$ cat src/rtl/uart_pkg.sv
// Shared UART definitions: oversampling ratio, bit-timer width
// and the transmitter state encoding.
package uart_pkg;

  localparam int OVERSAMPLE = 16;
  localparam int TICK_W     = $clog2(OVERSAMPLE);

  typedef enum logic [2:0] {
    TX_IDLE,
    TX_START,
    TX_DATA,
    TX_PARITY,
    TX_STOP
  } tx_state_t;

  localparam logic [TICK_W-1:0] TICK_LAST =
    TICK_W'(OVERSAMPLE - 1);

endpackage

$ cat src/rtl/uart_bit_timer.sv
// Oversampling tick counter; o_tick marks the last sample
// of a line bit. Held at zero while disabled.
module uart_bit_timer
  import uart_pkg::*;
(
  input  logic i_clk,
  input  logic i_rst_n,
  input  logic i_en,
  output logic o_tick
);

  logic [TICK_W-1:0] r_cnt;

  always_ff @(posedge i_clk or negedge i_rst_n) begin
    if (!i_rst_n) begin
      r_cnt <= '0;
    end else if (!i_en) begin
      r_cnt <= '0;
    end else begin
      r_cnt <= r_cnt + 1'b1;
    end
  end

  assign o_tick = i_en && (r_cnt == TICK_LAST);

endmodule

$ cat src/rtl/uart_tx.sv
// UART transmitter: THR/TSR double buffer, start, data LSB
// first, parity and stop bits, 16 clocks per line bit.
module uart_tx
  import uart_pkg::*;
#(
  parameter int DATA_BITS = 8,
  parameter int STOP_BITS = 1
) (
  input  logic                 mclkx16,
  input  logic                 reset,
  input  logic                 write,
  input  logic [DATA_BITS-1:0] wdata,
  input  logic                 paritymode,
  output logic                 tx,
  output logic                 tbre,
  output logic                 tsre
);

  localparam logic [2:0] BIT_LAST  = 3'(DATA_BITS - 1);
  localparam logic       STOP_LAST = 1'(STOP_BITS - 1);

  tx_state_t            r_state;
  logic                 r_write_d;
  logic [DATA_BITS-1:0] r_thr;
  logic [DATA_BITS-1:0] r_tsr;
  logic                 r_par;
  logic [2:0]           r_bitidx;
  logic                 r_stopidx;

  logic w_tick;
  logic w_en;
  logic w_wr_rise;
  logic w_last_stop;
  logic w_load;

  assign w_en      = (r_state != TX_IDLE);
  assign w_wr_rise = write && !r_write_d && tbre;

  assign w_last_stop = (r_state == TX_STOP) && w_tick &&
                       (r_stopidx == STOP_LAST);

  // Reload straight out of the last stop bit keeps frames gapless
  assign w_load = !tbre &&
                  ((r_state == TX_IDLE) || w_last_stop);

  uart_bit_timer u_timer (
    .i_clk   (mclkx16),
    .i_rst_n (reset),
    .i_en    (w_en),
    .o_tick  (w_tick)
  );

  always_ff @(posedge mclkx16 or negedge reset) begin
    if (!reset) begin
      r_write_d <= 1'b0;
      r_thr     <= '0;
      tbre      <= 1'b1;
    end else begin
      r_write_d <= write;
      if (w_load) begin
        tbre <= 1'b1;
      end else if (w_wr_rise) begin
        r_thr <= wdata;
        tbre  <= 1'b0;
      end
    end
  end

  always_ff @(posedge mclkx16 or negedge reset) begin
    if (!reset) begin
      r_state   <= TX_IDLE;
      r_tsr     <= '0;
      r_par     <= 1'b0;
      r_bitidx  <= '0;
      r_stopidx <= 1'b0;
      tx        <= 1'b1;
      tsre      <= 1'b1;
    end else if (w_load) begin
      r_tsr   <= r_thr;
      r_par   <= paritymode ^ (^r_thr);
      tsre    <= 1'b0;
      tx      <= 1'b0;
      r_state <= TX_START;
    end else begin
      unique case (r_state)
        TX_IDLE: begin
          tx <= 1'b1;
        end
        TX_START: begin
          if (w_tick) begin
            tx       <= r_tsr[0];
            r_bitidx <= '0;
            r_state  <= TX_DATA;
          end
        end
        TX_DATA: begin
          if (w_tick) begin
            if (r_bitidx == BIT_LAST) begin
              tx      <= r_par;
              r_state <= TX_PARITY;
            end else begin
              r_tsr    <= r_tsr >> 1;
              tx       <= r_tsr[1];
              r_bitidx <= r_bitidx + 3'd1;
            end
          end
        end
        TX_PARITY: begin
          if (w_tick) begin
            tx        <= 1'b1;
            r_stopidx <= 1'b0;
            r_state   <= TX_STOP;
          end
        end
        TX_STOP: begin
          if (w_tick) begin
            if (r_stopidx == STOP_LAST) begin
              tsre    <= 1'b1;
              r_state <= TX_IDLE;
            end else begin
              r_stopidx <= r_stopidx + 1'b1;
            end
          end
        end
        default: begin
          r_state <= TX_IDLE;
        end
      endcase
    end
  end

endmodule

$ cat config.mk
export PLATFORM = sky130hd
export DESIGN_NAME = uart_tx
export DESIGN_NICKNAME = d
export VERILOG_FILES = /design/src/rtl/uart_pkg.sv /design/src/rtl/uart_bit_timer.sv /design/src/rtl/uart_tx.sv
export SDC_FILE = /design/constraint.sdc
export NUM_CORES = 1
export LEC_CHECK = 0
export ABC_AREA = 1
export CAP_MARGIN = 20
export CELL_PAD_IN_SITES_DETAIL_PLACEMENT = 0
export CELL_PAD_IN_SITES_GLOBAL_PLACEMENT = 1
export CORE_MARGIN = 8
export CORE_UTILIZATION = 30
export CTS_CLUSTER_SIZE = 16
export DETAILED_ROUTE_END_ITERATION = 16
export PLACE_DENSITY_LB_ADDON = 0.1
export SLEW_MARGIN = 20
export SYNTH_ARGS = -nofsm -noshare
export SYNTH_HDL_FRONTEND = slang
export SYNTH_SLANG_ARGS = --single-unit
$ cat constraint.sdc
create_clock -name mclkx16 -period 1.99 [get_ports mclkx16]
set_input_delay 0.2985 -clock mclkx16 [delete_from_list [all_inputs] [get_ports mclkx16]]
set_output_delay 0.2985 -clock mclkx16 [all_outputs]
set_load 0.02 [all_outputs]
# --- Word-level counts from Yosys, hierarchy flattened ---
# Index checks and enable logic that the tools add are counted.
# Widths: inputs -> output; s select.
totals:
  reg_bits: 32
  inputBits: 12
  output_inout_bits: 3
  wordCells: 96
op_classes:
  addsub: 3
  n_eq_ne: 20
  muxes: 33
  bitwise_logic: 3
  reduce_logical: 26
op_table:
  columns: ["operator", "n"]
  rows:
  - ["$mux 8", 4]
  - ["$mux 3", 10]
  - ["$ne 3x3->1 const B", 6]
  - ["$pmux 3 s5", 1]
  - ["$mux 1", 14]
  - ["$ne 2x2->1 const B", 7]
  - ["$reduce_bool 2->1", 6]
  - ["$reduce_and 4->1", 2]
  - ["$reduce_xor 8->1", 1]
  - ["$reduce_and 7->1", 1]
  - ["$eq 3x2->1 const B", 2]
  - ["$eq 3x3->1 const B", 2]
  - ["$logic_and 1x1->1", 6]
  - ["$pmux 3 s2", 1]
  - ["$reduce_and 3->1", 2]
  - ["$reduce_and 5->1", 1]
  - ["$reduce_bool 5->1", 1]
  - ["$add 4x1->4 const B", 1]
  - ["$eq 4x4->1 const B", 1]
  - ["$mux 4", 1]
  - ["$pmux 1 s4", 1]
  - ["$add 3x1->3 const B", 1]
  - ["$eq 3x1->1 const B", 1]
  - ["$logic_not 3->1", 1]
  - ["other kinds (9)", 11]

# --- Depth between registers and ports, before layout ---
# Gate-level depths: netlist of the first run.
depth:
  word_depth: 8
  mapped_depth: 10
  mapped_depth_nobuf: 10

# --- Cells and area by module ---
# Synthesis of the first run repeated with hierarchy kept, for this count alone.
hier_totals:
  cells_unflattened: 187
  hier_area_um2: 1520.2
modules_own_cells:
  columns: ["mod", "instances", "cells_each", "area_per_inst_um2", "seq_area_each_um2"]
  rows:
  - ["uart_tx", 1, 168, 1350.0, 679.4]
  - ["uart_bit_timer", 1, 19, 170.2, 100.1]

# --- Worst setup path before layout of the first run ---
# No wires, ideal clock.
synth_timing:
  path_type: "register to register"
  start: "reg r_bitidx[0]"
  end: "reg r_tsr[7]"
  setup_time_ps: 126
  arrival_time_ps: 1322
  required_ps: 1864
  slack_ps: 542
  path_stages_with_launch: 10
  path_buffers: 1
  synth_period_minus_slack_ps: 1448
  path_cell_list: "dfrtp_1 > ha_1 > ha_1 > nor2_4 > nand2_4 > inv_2 > buf_6 > nor2_2 > nand2_1 > o21ai_0"
synth_between:
  elab_chain_cells: 3
synth_lines:
  columns: ["element", "line_no", "rtl"]
  rows:
  - ["start, declared", "uart_tx.sv:27", "logic [2:0] r_bitidx;"]
  - ["start signal, assigned", "uart_tx.sv:104", "r_bitidx <= r_bitidx + 3'd1;"]
  - ["$eq 3x3->1", "uart_tx.sv:98", "if (r_bitidx == BIT_LAST) begin"]
  - ["$ne 2x2->1 (no line)", null, null]
  - ["$reduce_and 3->1 (no line)", null, null]
  - ["end signal, assigned", "uart_tx.sv:79", "r_tsr <= r_thr;"]
  - ["end signal, assigned", "uart_tx.sv:102", "r_tsr <= r_tsr >> 1;"]
  - ["end, declared", "uart_tx.sv:25", "logic [DATA_BITS-1:0] r_tsr;"]
# Every way passes these cells.
# A chain may end at the register's enable or synchronous reset.

# --- Worst setup path in the final report of the first run ---
layout_timing:
  start: "reg tsre"
  end: "out tsre"
layout_lines:
  columns: ["element", "line_no", "rtl"]
  rows:
  - ["start, declared", "uart_tx.sv:16", "output logic tsre"]
  - ["start signal, assigned", "uart_tx.sv:77", "tsre <= 1'b1;"]
  - ["start signal, assigned", "uart_tx.sv:81", "tsre <= 1'b0;"]
  - ["start signal, assigned", "uart_tx.sv:118", "tsre <= 1'b1;"]
# No word-level cell between the ends.

==> results of run 1 <==
where the power goes:
| part | internal (W) | switching, W | leakage, nW | total, W |
|---|---|---|---|---|
| sequential | 0.000890 | 0.000196 | 0.381 | 0.00109 |
| clock | 0.000240 | 0.000205 | 0.0383 | 0.000445 |
| combinational | 0.000421 | 0.000689 | 0.549 | 0.00111 |
worst paths after layout:
check / endpoint / cells after the start
max in group asynchronous: tx$_DFFE_PN1P_ / 2
worst max-delay path: tsre / 1
worst max register to register: r_tsr[7]$_DFFE_PN0P_ / 8
min in group mclkx16: u_timer.r_cnt[0]$_DFF_PN0_ / 1
worst min-delay path: u_timer.r_cnt[2]$_DFF_PN0_ / 2
worst min register to register: u_timer.r_cnt[0]$_DFF_PN0_ / 1
registers in the layout, summed over array words and instances, names as in the netlist:
| name | cells |
|---|---|
| r_thr | 8 |
| r_write_d | 1 |
| r_tsr | 8 |
| r_par | 1 |
| tsre | 1 |
| u_timer.r_cnt | 4 |
| r_state | 3 |
| tx | 1 |
| tbre | 1 |
| r_bitidx | 3 |
cells in the final DEF, fill, tap and decap left out, drive strengths merged:
| master | Yosys | final |
|---|---|---|
| nand2 | 72 | 72 |
| inv | 30 | 30 |
| dfrtp | 28 | 28 |
| o21ai | 23 | 23 |
| nand3 | 17 | 17 |
| nor2 | 15 | 15 |
| clkdlybuf4s50 | 0 | 14 |
| clkbuf | 1 | 7 |
| a21oi | 3 | 3 |
| ha | 3 | 3 |
| dfstp | 3 | 3 |
| a31oi | 2 | 2 |
| nor3 | 1 | 1 |
| or2 | 1 | 1 |
| xor2 | 1 | 1 |
| buf | 2 | 1 |
metrics by stage:
step | utilization [%] | area [um^2]
finish | 36.4 | 1850
global route | 36.4 | 1850
CTS | 36.4 | 1850
detailed placement | 34.9 | 1770
global placement | 34.9 | 1770
floorplan | - | 1560
per-layer routing:
| layer | share of wire [%] | vias to the layer above |
|---|---|---|
| met5 | 0 | - |
| met4 | 0.96 | 0 |
| met3 | 4.1 | 4 |
| met2 | 50 | 17 |
| met1 | 45 | 592 |
| li1 | - | 665 |
cell families (layout without fill, tap and decap cells):
| kind of cell | count (synthesis) | count (layout) | synth area share, % |
|---|---|---|---|
| AOI/OAI and AO/OA | 28 | 28 | 9.36 |
| and+or+nand+nor | 106 | 106 | 29.0 |
| adders and majority gates | 3 | 3 | 2.40 |
| buffers and inverters | 33 | 52 | 8.88 |
| DFF | 31 | 31 | 49.8 |
| xor gates and xnor gates | 1 | 1 | 0.560 |
area by class of cell:
class	instances	share of cell area (%)
inverters	30	6.09
clock buffers	7	4.13
well taps	70	4.74
multi-input cells	138	34.9
flip-flops and latches	31	42.2
repair buffers	15	7.98
worst reg2reg max path: cells and delay by family, from the launching register on:
kind	cells	cell delay [ns]
AO/OA/AOI/OAI	2	0.25
adder cells (fa/ha/maj)	1	0.19
buffers and inverters	1	0.23
AND/OR/NAND/NOR	4	0.51
flip-flops	1	0.38
==> flow_metrics.py, run 1 <==
metrics = {
    "logic_synthesis": {
        "synth_largest_type_area_fraction_pct": 44.8,
        "synthDominantAreaCellType": "dfrtp_1",
        "ys_ff_latch": 31,
        "seq_area_frac_synth_pct": 49.8,
        "ys_warn_count": 0,
        "syn-mean-instance-area_um2": 7.74,
        "synth.area.top_cells": "dfrtp_1 (45%), nand2_1 (17%), inv_1 (6.7%), o21ai_0 (5.4%), nand3_1 (5.1%)",
        "mappedNetlistNets": 217,
        "synth.most_common_cell": "nand2_1",
        "yosys-top-cells-count": "nand2_1 (70), dfrtp_1 (28), inv_1 (28), o21ai_0 (17), nand3_1 (16)",
        "synth.cell_area_um2": 1560,
        "ys_async_sr_fraction_pct": 100,
        "syn_inst": 202,
        "post_synth_edffs": 0,
        "yosysUniqueCellTypes": 23,
        "ys.flop_type": "dfrtp_1",
    },
    "detailed_routing": {
        "drt-total-wl_mm": 3.25,
        "dr_total_vias": 1278,
        "ant_nets": 0,
        "dr.first_iter.drc_count": 33,
        "via_per_inst": 4.39,
        "routedWlPerCell_um": 11.2,
        "drt_drc_violations_left": 0,
        "firstDrtPassIters": 4,
    },
    "flow_run": {
        "timing.max_cap.violations": 0,
    },
    "clock_tree": {
        "number_of_buffers_inserted_to_repair_setup_after_cts": 0,
        "cts_resized": 0,
        "clock_sinks": 31,
        "tritoncts": "done",
        "cts_inserted_buffers": 5,
        "clkSlewWorstSetupHoldPaths_ns": 0.06,
        "cts.path.max_buffers": 2,
        "clock_latency_ns": 0.27,
        "clk_root_buffer_cell": "clkbuf_8",
        "cts_max_level": 2,
        "holdBufCountCts": 0,
    },
    "floorplan": {
        "fp.dieArea_um2": 7780,
        "die_x_um": 88.2,
        "initial_core_util_pct": 30.8,
        "core_area_um2": 5070,
        "die-height_um": 88.2,
        "rows": 26,
        "ports": 15,
    },
    "worst_setup_path": {
        "cp_cell_sequence": "clkdlybuf4s50_1",
        "worst-r2r-setup-slack_ns": 0.31,
        "cp_data_required_time_ns": 1.69,
        "regToRegStartpoint": "u_timer.r_cnt[0]$_DFF_PN0_",
        "cp_data_arrival_time_ns": 1.39,
        "worst-path-buf-inv": 1,
        "endpoint_kind": "output port",
        "crit_path_max_fanout": 2,
        "cp-start-kind": "register",
        "timing.critical_path.from": "tsre$_DFFE_PN1P_",
        "slowest_stage": "clkdlybuf4s50_1",
        "crit_type": "register to output port",
        "max_stage_delay_ns": 0.59,
        "cpLargestDelayFamily": "buffers and inverters",
    },
    "grt": {
        "grt_most_used_layer": "met2",
        "gr-total-overflow": 0,
        "met1_usage_pct": 10.9,
        "grt_pass1_vias": 1353,
        "grt_util_met2_pct": 17.0,
        "grt.met3_usage_pct": 3.56,
        "antenna_found_initial": 0,
        "largest_net_degree_at_the_start_of_global_routing": 32,
        "groute.usage.overall_pct": 10.0,
        "grt_pass1_wl_mm": 5.98,
    },
    "hold_path": {
        "hold_path.class": "primary input to asynchronous set/reset pin",
    },
    "finish": {
        "n_antenna_cell": 0,
        "seq_area_um2": 779,
        "fillers": 562,
        "flow.area_growth_from_synthesis_pct": 18.2,
        "finish.cell_count_without_fillers": 291,
        "drive_above_1_share_pct": 8.60,
        "num-nets-final": 236,
        "multi_input_comb_area_um2": 646,
    },
    "sta": {
        "min_period_over_period_pct": 85.1,
        "fmaxAchievable_mhz": 591,
        "slew_headroom_pct": 73.0,
        "setup_violations": 0,
        "layout_setup_ws_ns": 0.297,
        "timing.final.max_slew_violations": 0,
        "period_minus_slack_ns": 1.69,
        "fin_setup_tns_ns": 0,
        "hold_viol": 0,
        "rsz_0062_raised_after_global_routing": "false",
        "hold_slack_ns": 0.429,
        "max_slew.worst_pin.slew_ns": 0.405,
        "final.setup_skew_ns": 0.00510,
    },
    "power": {
        "cellPowerDensity_nw_per_um2": 1430,
        "reported_leakage_power_nw": 0.969,
        "design_power_total_w": 0.00264,
        "power.ir.vdd_worst_uv": 621,
    },
    "placed_design": {
        "placement.setup.worst_slack_ns": 0.296,
        "gpl.final_weighted_congestion": 0.799,
        "io_buf_count": 14,
        "dp_cells": 284,
        "hpwlAfterDp_mm": 2.50,
    },
    "run_status": {
        "run_status": "completed",
    },
}
(Power assumes the default switching activity.)
==> run 2: changes to the inputs <==
- CTS_BUF_LIST: unset -> sky130_fd_sc_hd__clkbuf_4
==> flow_metrics.py, run 2 (synthesis results as in run 1) <==
metrics = {
    "worst_setup_path": {
        "max_stage_delay_ns": 0.59,
        "crit_type": "register to output port",
        "cp_data_required_time_ns": 1.69,
        "slowest_stage": "clkdlybuf4s50_1",
        "cpLargestDelayFamily": "buffers and inverters",
        "cp-start-kind": "register",
        "crit_path_max_fanout": 2,
        "worst-path-buf-inv": 1,
        "cp_cell_sequence": "clkdlybuf4s50_1",
        "endpoint_kind": "output port",
        "cp_data_arrival_time_ns": 1.46,
    },
    "grt": {
        "grt_pass1_vias": 1346,
        "gr-total-overflow": 0,
        "groute.usage.overall_pct": 10.1,
        "antenna_found_initial": 0,
        "largest_net_degree_at_the_start_of_global_routing": 32,
        "grt_pass1_wl_mm": 6.02,
    },
    "clock_tree": {
        "holdBufCountCts": 0,
        "number_of_buffers_inserted_to_repair_setup_after_cts": 0,
        "clk_root_buffer_cell": "clkbuf_4",
        "tritoncts": "done",
        "clkSlewWorstSetupHoldPaths_ns": 0.09,
        "clock_latency_ns": 0.32,
        "clock_sinks": 31,
        "cts_resized": 0,
        "cts.path.max_buffers": 2,
        "cts_max_level": 2,
        "cts_inserted_buffers": 5,
    },
    "flow_run": {
        "timing.max_cap.violations": 0,
    },
    "floorplan": {
        "initial_core_util_pct": 30.8,
        "die_x_um": 88.2,
        "core_area_um2": 5070,
        "die-height_um": 88.2,
        "fp.dieArea_um2": 7780,
        "ports": 15,
        "rows": 26,
    },
    "finish": {
        "num-nets-final": 236,
        "commonest_non_fill_non_tap_cell_in_the_layout": "nand2_1",
        "drive_above_1_share_pct": 9.50,
        "n_antenna_cell": 0,
        "flow.area_growth_from_synthesis_pct": 16.7,
        "fillers": 564,
        "final_core_util_pct": 36.0,
        "largest_registers_in_the_final_layout": "r_thr x8, r_tsr x8, u_timer.r_cnt x4",
        "final_cell_mix": "nand2_1 (70), inv_1 (28), dfrtp_1 (28), o21ai_0 (17), nand3_1 (16)",
    },
    "sta": {
        "fin_setup_tns_ns": 0,
        "timing.final.max_slew_violations": 0,
        "period_minus_slack_ns": 1.76,
        "max_slew.worst_pin.slew_ns": 0.405,
        "rsz_0062_raised_after_global_routing": "false",
        "slew_headroom_pct": 73.0,
        "final.setup_skew_ns": 0.00746,
        "hold_viol": 0,
        "fmaxAchievable_mhz": 570,
        "min_period_over_period_pct": 88.2,
        "setup_violations": 0,
    },
    "detailed_routing": {
        "topRoutingLayerUsed": "met4",
        "via_per_inst": 4.38,
        "ant_nets": 0,
        "wl_met2_mm": 1.58,
        "firstDrtPassIters": 4,
        "dr_total_vias": 1275,
        "drt_drc_violations_left": 0,
        "dr.first_iter.drc_count": 61,
        "met3_length_um": 143,
        "routedWlPerCell_um": 11.2,
        "drt-total-wl_mm": 3.25,
        "wirelength_met1_mm": 1.48,
    },
    "placed_design": {
        "hpwlAfterDp_mm": 2.50,
        "io_buf_count": 14,
        "gpl.final_weighted_congestion": 0.799,
    },
    "power": {
        "cellPowerDensity_nw_per_um2": 1400,
        "power.ir.vdd_worst_uv": 576,
        "reported_leakage_power_nw": 0.963,
    },
    "run_status": {
        "run_status": "completed",
    },
    "hold_path": {
        "hold_path.class": "primary input to asynchronous set/reset pin",
    },
}
run 2: changes by cell type in the layout (fill, tap and decap cells not counted):
cell      previous run  this run
clkbuf_1             2         0
clkbuf_4             0         7
clkbuf_8             5         0
run 2: layer usage:
layer  track usage, %  vias to the layer above
li1                 -                      665
met3             3.56                        5
met5                0                        -
met2             17.0                       20
met4             4.45                        0
met1             11.1                      585
run 2: final cells by class:
cell class / instances / area, um^2 / share of cell area (%)
Sequential cell: 31 / 779 / 42.7
Tap cell: 70 / 87.6 / 4.80
Timing Repair Buffer: 15 / 148 / 8.09
Clock buffer: 7 / 52.6 / 2.88
Inverter: 30 / 113 / 6.17
Multi-Input combinational cell: 138 / 646 / 35.4
run 2: power by group:
part	internal, W	total (W)	leakage (nW)	switching (W)
Clock	0.000160	0.000355	0.0322	0.000194
Sequential	0.000888	0.00109	0.381	0.000197
Combinational	0.000421	0.00111	0.549	0.000690
run 2: final timing paths:
path,from,end,slack [ns],cells after the start
worst max register to register,u_timer.r_cnt[0]$_DFF_PN0_,r_tsr[7]$_DFFE_PN0P_,0.29,8
worst min register to register,u_timer.r_cnt[0]$_DFF_PN0_,u_timer.r_cnt[0]$_DFF_PN0_,0.48,1
worst max-delay path,tsre$_DFFE_PN1P_,tsre,0.23,1
worst min-delay path,reset,u_timer.r_cnt[2]$_DFF_PN0_,0.37,2
min in group mclkx16,write,r_write_d$_DFF_PN0_,0.45,1
max in group asynchronous,reset,tx$_DFFE_PN1P_,1.29,2
run 2: through the flow:
step,instances,worst slack (ns),cell area [um^2],total power (W),hold slack [ns]
after floorplan,202,0.542,1560,0.00192,0.00291
after global placement,284,0.277,1770,0.00221,0.449
after detailed placement,284,0.296,1770,0.00223,0.466
after CTS,291,0.205,1830,0.00260,0.372
after global routing,291,0.0855,1830,0.00288,0.389
final,291,0.234,1830,0.00255,0.372
